<file path="config.mk">
export PLATFORM = sky130hd
export DESIGN_NAME = hyb_accum_ctrl
export DESIGN_NICKNAME = d
export VERILOG_FILES = /design/src/rtl/hyb_accum_pkg.sv /design/src/rtl/hyb_ppm_row.sv /design/src/rtl/hyb_accum_ctrl.sv
export SDC_FILE = /design/constraint.sdc
export NUM_CORES = 1
export LEC_CHECK = 0
export BUFFER_PORTS_ARGS = -buffer_cell sky130_fd_sc_hd__buf_2
export CORE_ASPECT_RATIO = 1.75
export CORE_MARGIN = 10
export CORE_UTILIZATION = 54
export CTS_BUF_LIST = sky130_fd_sc_hd__clkbuf_4
export CTS_CLUSTER_DIAMETER = 40
export DETAILED_ROUTE_END_ITERATION = 8
export MAX_ROUTING_LAYER = met4
export PLACE_DENSITY = 0.76
export SYNTH_ARGS = -nofsm -noshare
export SYNTH_HDL_FRONTEND = slang
export SYNTH_SLANG_ARGS = --single-unit
</file>
<file path="constraint.sdc">
create_clock -name clk -period 1.8 [get_ports clk]
set_input_delay 0.36 -clock clk [delete_from_list [all_inputs] [get_ports clk]]
set_output_delay 0.36 -clock clk [all_outputs]
set_load 0.05 [all_outputs]
</file>
<file path="src/rtl/hyb_accum_pkg.sv">
// Shared types and default sizes for the hybrid (PPM) redundant accumulator controller.
package hyb_accum_pkg;

   localparam int unsigned DefWidth  = 16;
   localparam int unsigned DefCountW = 8;

   typedef enum logic [1:0] {
      StIdle,
      StAccum,
      StConvert,
      StDone
   } state_e;

endpackage

</file>
<file path="src/rtl/hyb_ppm_row.sv">
// Combinational row of radix-2 PPM cells: per bit xp + y - xn = 2t - u, giving a
// carry-free redundant sum sp - sn == xp + y - xn (mod 2**WIDTH).
module hyb_ppm_row #(
   parameter int unsigned WIDTH = 16
) (
   input  logic [WIDTH-1:0] xp_i,
   input  logic [WIDTH-1:0] xn_i,
   input  logic [WIDTH-1:0] y_i,
   output logic [WIDTH-1:0] sp_o,
   output logic [WIDTH-1:0] sn_o
);

   logic [WIDTH-1:0] t;

   always_comb begin
      // t is set when the cell value is 1 or 2, u is the parity of the cell value
      t    = (xp_i & y_i) | (xp_i & ~xn_i) | (y_i & ~xn_i);
      sn_o = xp_i ^ xn_i ^ y_i;
      sp_o = {t[WIDTH-2:0], 1'b0};
   end

endmodule

</file>
<file path="src/rtl/hyb_accum_ctrl.sv">
// Accumulates N operands carry-free into a redundant acc_p/acc_n pair, then resolves it.
// Optional overflow flag (shadow binary accumulator) when OVERFLOW_FLAG_EN is defined.
module hyb_accum_ctrl
   import hyb_accum_pkg::*;
#(
   parameter int unsigned WIDTH   = DefWidth,
   parameter int unsigned COUNT_W = DefCountW
) (
   input  logic               clk,
   input  logic               rst,
   input  logic               start,
   input  logic [COUNT_W-1:0] num_ops,
   input  logic               in_valid,
   output logic               in_ready,
   input  logic [WIDTH-1:0]   in_data,
   output logic               out_valid,
   input  logic               out_ready,
   output logic [WIDTH-1:0]   out_sum,
`ifdef OVERFLOW_FLAG_EN
   output logic               ovf,
`endif
   output logic               busy
);

   state_e             state_q, state_d;
   logic [COUNT_W-1:0] remaining_q, remaining_d;
   logic [WIDTH-1:0]   acc_p_q, acc_p_d;
   logic [WIDTH-1:0]   acc_n_q, acc_n_d;
   logic [WIDTH-1:0]   out_sum_q, out_sum_d;
   logic [WIDTH-1:0]   row_sp, row_sn;
   logic               transfer;

   hyb_ppm_row #(
      .WIDTH (WIDTH)
   ) u_row (
      .xp_i (acc_p_q),
      .xn_i (acc_n_q),
      .y_i  (in_data),
      .sp_o (row_sp),
      .sn_o (row_sn)
   );

   assign in_ready  = (state_q == StAccum);
   assign out_valid = (state_q == StDone);
   assign busy      = (state_q != StIdle);
   assign out_sum   = out_sum_q;
   assign transfer  = in_valid & in_ready;

   always_comb begin
      state_d     = state_q;
      remaining_d = remaining_q;
      acc_p_d     = acc_p_q;
      acc_n_d     = acc_n_q;
      out_sum_d   = out_sum_q;
      unique case (state_q)
         StIdle: begin
            if (start) begin
               remaining_d = num_ops;
               acc_p_d     = '0;
               acc_n_d     = '0;
               state_d     = (num_ops == '0) ? StConvert : StAccum;
            end
         end
         StAccum: begin
            if (transfer) begin
               acc_p_d     = row_sp;
               acc_n_d     = row_sn;
               remaining_d = remaining_q - 1'b1;
               if (remaining_q == COUNT_W'(1)) begin
                  state_d = StConvert;
               end
            end
         end
         StConvert: begin
            out_sum_d = acc_p_q - acc_n_q;
            state_d   = StDone;
         end
         StDone: begin
            if (out_ready) begin
               state_d = StIdle;
            end
         end
         default: state_d = StIdle;
      endcase
   end

   always_ff @(posedge clk) begin
      if (rst) begin
         state_q     <= StIdle;
         remaining_q <= '0;
         acc_p_q     <= '0;
         acc_n_q     <= '0;
         out_sum_q   <= '0;
      end else begin
         state_q     <= state_d;
         remaining_q <= remaining_d;
         acc_p_q     <= acc_p_d;
         acc_n_q     <= acc_n_d;
         out_sum_q   <= out_sum_d;
      end
   end

`ifdef OVERFLOW_FLAG_EN
   localparam int unsigned ShW = WIDTH + COUNT_W;

   logic [ShW-1:0] shadow_q, shadow_d;
   logic           ovf_q, ovf_d;

   always_comb begin
      shadow_d = shadow_q;
      ovf_d    = ovf_q;
      if ((state_q == StIdle) && start) begin
         shadow_d = '0;
         ovf_d    = 1'b0;
      end else if (transfer) begin
         shadow_d = shadow_q + ShW'(in_data);
      end else if (state_q == StConvert) begin
         ovf_d = |shadow_q[ShW-1 -: COUNT_W];
      end
   end

   always_ff @(posedge clk) begin
      if (rst) begin
         shadow_q <= '0;
         ovf_q    <= 1'b0;
      end else begin
         shadow_q <= shadow_d;
         ovf_q    <= ovf_d;
      end
   end

   assign ovf = ovf_q;
`endif

endmodule

</file>
-- Word-level counts from Yosys, hierarchy flattened
Index checks and enable logic that the tools add are counted.
- $add $sub $neg: 2
- equal/unequal tests: 8
- multiplexer cells: 14
- bitwise logic cells: 9
- reductions and logical operators: 6
- operators by type and width (operator ; number):
    16-bit case mux with 2 select lines ; 2
    16-bit two-way mux ; 3
    15-bit bitwise AND ; 3
    16-bit bitwise XOR ; 2
    15-bit OR ; 2
    8-bit two-way mux ; 2
    8-bit case mux with 2 select lines ; 1
    16-bit subtractor ; 1
    15-bit inverter ; 1
    2-bit two-way mux ; 5
    8-bit by 1-bit equality test with 1-bit output, second input constant ; 1
    8-bit zero test ; 1
    2-bit case mux with 4 select lines ; 1
    8-bit by 1-bit subtractor with 8-bit output, second input constant ; 1
    2-bit by 1-bit inequality test with 1-bit output, second input constant ; 3
    2-bit equality test, second input constant ; 2
    4-bit AND reduction ; 1
    2-bit nonzero test ; 2
    3-bit AND reduction ; 1
    2-bit by 1-bit equality test with 1-bit output, second input constant ; 1
    2-bit zero test ; 1
    2-bit inequality test, second input constant ; 1
    1-bit bitwise AND ; 1
- register bits after elaboration: 58
- input port bits: 29
- output and inout port bits: 19
- word-level logic and storage cells: 44

-- Longest topological paths before layout
- word-level depth: 6
- depth in mapped cells: 10
- mapped depth without buffers: 8

-- By module
Synthesis repeated with hierarchy kept, for this count alone.
- cells, all modules: 422
- area, all modules: 3563.4 um^2
- modules (own cells, without submodules) (module ; instances ; cells an instance ; area each (um^2) ; seq. area each (um^2)):
    hyb_accum_ctrl ; 1 ; 374 ; 3115.5 ; 1161.1
    hyb_ppm_row ; 1 ; 48 ; 447.9 ; 0.0

-- Worst setup path after synthesis
Ideal clock, no wire load.
- path type: register to register
- start point: register state_q[1]
- end point: register remaining_q[6]
- arrival: 2.044 ns
- setup slack: -0.359 ns
- cell stages (with the launch flop): 10
- path buffers: 3
- period minus slack after synthesis: 2.159 ns
- path through: dfxtp_1 -> inv_1 -> ha_1 -> buf_2 -> nand2b_1 -> a21o_1 -> buf_2 -> clkbuf_1 -> o22ai_1 -> and2_1
- longest elaborated chain between the ends: 4
- elaborated cells between the ends (all ways): 8
- those cells by class: eq/ne (3); mux (1); bitwise (1); reduce/logical (3)
- RTL lines (element ; line ; text):
    from (decl) ; hyb_accum_ctrl.sv:25 ; state_e state_q, state_d;
    from (signal assigned) ; hyb_accum_ctrl.sv:89 ; state_q <= StIdle;
    from (signal assigned) ; hyb_accum_ctrl.sv:95 ; state_q <= state_d;
    2-bit by 1-bit equality test with 1-bit output * ; hyb_accum_ctrl.sv:43 ; assign in_ready = (state_q == StAccum);
    net in_ready ; hyb_accum_ctrl.sv:14 ; output logic in_ready,
    1-bit bitwise AND ; hyb_accum_ctrl.sv:47 ; assign transfer = in_valid & in_ready;
    2-bit by 1-bit inequality test with 1-bit output (no line) ; n/a ;
    3-bit AND reduction (no line) ; n/a ;
    to (signal assigned) ; hyb_accum_ctrl.sv:96 ; remaining_q <= remaining_d;
    to (decl) ; hyb_accum_ctrl.sv:26 ; logic [COUNT_W-1:0] remaining_q, remaining_d;
The timed path passes the listed nets; every way through them passes the cells marked *.
A chain may end at the register's enable or synchronous reset.

-- Final worst setup path
- start point: register acc_n_q[1]
- end point: register out_sum_q[12], in the netlist out_sum[12]
- longest elaborated chain between the ends: 1
- RTL lines (element ; line ; text):
    from (decl) ; hyb_accum_ctrl.sv:28 ; logic [WIDTH-1:0] acc_n_q, acc_n_d;
    from (signal assigned) ; hyb_accum_ctrl.sv:98 ; acc_n_q <= acc_n_d;
    16-bit subtractor ; hyb_accum_ctrl.sv:75 ; out_sum_d = acc_p_q - acc_n_q;
    to (signal assigned) ; hyb_accum_ctrl.sv:99 ; out_sum_q <= out_sum_d;
    to (decl) ; hyb_accum_ctrl.sv:29 ; logic [WIDTH-1:0] out_sum_q, out_sum_d;
No other way between the ends.

==> impl_metrics.yaml <==
route:
  drcViolationCount: 0
  drtPass1Iterations: 4
  vias_per_cell: 5.76
  initialDrtViolationCount: 260
  routed_wl_mm: 10.6
  ant_nets: 0
  wl_per_cell_um: 17.8
  num_vias: 3448
worst_hold_path:
  holdPathEnd: "state_q[0]"
  min_from: "rst"
  hold_path_depth: 2
  hp-class: "in -> reg"
power:
  p_leak_nw: 1.99
  power_frac_seq_pct: 22.5
  max-vdd-ir-drop_mv: 0.844
  power_frac_comb_pct: 65.3
  p_clk_share_pct: 12.2
  p_sw_share_pct: 44.9
  p_int_w: 0.00430
  fin_total_pwr_w: 0.00779
  p_per_area_nw_per_um2: 1680
  p_sw_w: 0.00349
synthesis:
  ys_warn_count: 0
  synth_area_leader_cell: "dfxtp_1"
  avgSynthCellArea_um2: 8.41
  yosys-top-cells-count: "nor2_1, dfxtp_1, a21oi_1"
  syn_inst: 403
  ys_top_cells_by_area: "dfxtp_1, fa_1, ha_1"
  ys_types: 46
  ys.flop_type: "dfxtp_1"
  syn_area_um2: 3390
  syn-num-nets: 469
  seq_area_frac_synth_pct: 33.7
  synthArstFlopShare_pct: 0
  synth_top_area_share_pct: 33.7
  synth_edf_count: 0
  yosysMostFrequentCell: "nor2_1"
  ys_ff_latch: 57
clocking:
  numCtsBuffers: 9
  cts-root-buf: "clkbuf_4"
  cts_tree: "built"
  htree_levels: 3
  clk_pin_slew_ns: 0.09
  cts_max_path_buffers: 2
  cts_sinks: 57
  insertion_delay_ns: 0.43
sta:
  finalCritPeriodShare_pct: 111
  timing.slew.headroom_pct: 71.3
  tns_ns: -0.773
  rsz0062_at_grt: "true"
  worst_pin_slew_ns: 0.431
  hold_viol: 0
  setup-violations-final: 9
  fmax_ghz: 0.501
  skew_ns: 0.0128
  maxSlewViolCount: 0
  setup_ws_ns: -0.197
  fin_crit_ns: 2.00
  whs_ns: 0.289
setup_path:
  required_ns: 2.17
  cp-end-kind: "flip-flop"
  start_kind: "flip-flop"
  max_stage_delay_ns: 0.39
  r2r_end: "out_sum[12]"
  worst_ep_arrival_time_ns: 2.37
  r2r_cells: 8
  worstReg2RegStart: "acc_n_q[1]"
  critPathKind: "reg -> reg"
  crit_chain: "inv_2 -> fa_2 -> a21oi_2 -> o211ai_1 -> a21oi_2 -> o211ai_1 -> a2111o_1 -> nand4_1"
  r2r_setup_slack_ns: -0.20
  crit_slowest_cell: "a2111o_1"
  crit_fanout: 3
global_routing:
  grt_pass1_wl_mm: 16.1
  antenna_found_initial: 0
  grt_max_degree: 43
  grt_use_total_pct: 21.0
  overflow: 0
  grt_pass1_vias: 3543
run:
  drv_cap: 0
floorplanning:
  die_y_um: 125
  die_w_um: 79.9
  core.rowCount: 38
  die_area_um2: 9970
  core_um2: 6130
  initial_core_util_pct: 55.3
  ios: 48
status:
  status: "complete, but fails checks"
  violations: "negative setup slack"
place:
  hpwlAfterDp_mm: 7.64
  routabilityCongestion: 0.942
  port_buffers: 47
layout:
  nets: 580
  area_delta_synth_final_pct: 37.0
  layout-drive-gt1-share_pct: 37.4
  num_antenna_cells: 0
==> kinds of logic (layout without fill, tap and decap cells) <==
group,Yosys count,after routing,synth area share [%]
DFF,57,57,33.7
xor gates and xnor gates,8,8,2.07
AOI/OAI and AO/OA,105,105,20.6
muxes,7,7,2.07
and+or+nand+nor,138,138,18.9
buffers and inverters,51,167,5.72
adders and majority gates,37,37,17.0
==> area by class of cell <==
cell class | instances | area (µm²)
Sequential cell | 57 | 1150
Timing Repair Buffer | 122 | 851
Clock inverter | 4 | 43.8
Inverter | 29 | 114
Multi-Input combinational cell | 295 | 2290
Fill cell | 446 | 1490
Tap cell | 80 | 100
Clock buffer | 12 | 90.1
==> flip-flops by register name, summed over array words and instances (netlist names) <==
signal	flops
out_sum	16
remaining_q	8
state_q	2
acc_p_q	15
acc_n_q	16
==> placed cells by master (no fill, tap or decap), types with 3 or more instances in the layout <==
master and instances:
nand3b_1 3, o21ai_0 6, o22ai_1 6, a21oi_1 27, a21oi_2 10, mux2i_1 7
nand2_1 19, and3_1 5, nand4_1 3, nor2_1 70, o211ai_1 5, a211oi_1 5
a22oi_1 15, dfxtp_1 49, nand3_1 9, o21a_1 3, nand4b_1 4, xnor2_1 6
ha_1 14, buf_4 71, inv_1 25, buf_2 46, or3_4 3, dfxtp_2 8
a211oi_2 3, fa_1 14, ha_4 6, clkbuf_4 12, nor3_1 5
==> worst max-delay path, delay by kind of cell, from the launching register on <==
kind            cells  cell delay, ns
fa+ha+maj           1            0.38
flops               1            0.35
buf+inv             1            0.06
simple gates        1            0.07
compound gates      5            1.08
==> metrics by stage <==
stage	setup slack (ns)	area, µm²	util, %	cells
3_5_place_dp	-0.179	4240	69.1	575
6_report	-0.197	4640	75.7	599
4_1_cts	-0.145	4460	72.7	594
3_3_place_gp	-0.0917	4240	69.1	575
5_1_grt	-0.273	4640	75.7	599
2_1_floorplan	-0.0547	3470	-	403
==> worst max-delay path by stage <==
| stage | to | cells after the start | startpoint | slack, ns |
|---|---|---|---|---|
| floorplan | out_sum[12] | 7 | acc_p_q[1] | -0.05 |
| global placement | out_sum[13] | 8 | acc_n_q[1] | -0.09 |
| detailed placement | out_sum[13] | 8 | acc_n_q[1] | -0.18 |
| CTS | out_sum[12] | 8 | acc_n_q[1] | -0.14 |
| global route | out_sum[12] | 8 | acc_n_q[1] | -0.27 |
| finish | out_sum[12] | 8 | acc_n_q[1] | -0.20 |
==> layer usage <==
metal	global-route usage, %	up-vias	part of all wire, %
met2	38.6	125	56
met3	4.70	52	4.8
met5	-	-	0
met4	15.6	0	5.8
li1	-	1644	-
met1	17.1	1627	33
==> power by group through the flow <==
stage / clock network (W) / registers [W] / logic (W)
6_report: 0.000954 / 0.00175 / 0.00509
5_1_grt: 0.00100 / 0.00178 / 0.00547
4_1_cts: 0.000959 / 0.00172 / 0.00444
3_5_place_dp: 0 / 0.00174 / 0.00417
3_3_place_gp: 0 / 0.00173 / 0.00407
2_1_floorplan: 0 / 0.00203 / 0.00249
==> repair_timing <==
item                       in CTS  in global routing
resized for setup              23                 32
gates cloned                    0                  1
setup endpoints to repair      13                 22
buffers inserted                3                  4
pin swaps                      11                 22
hold buffers                    0                  0
Note: power is estimated with default switching activity, not from simulation.
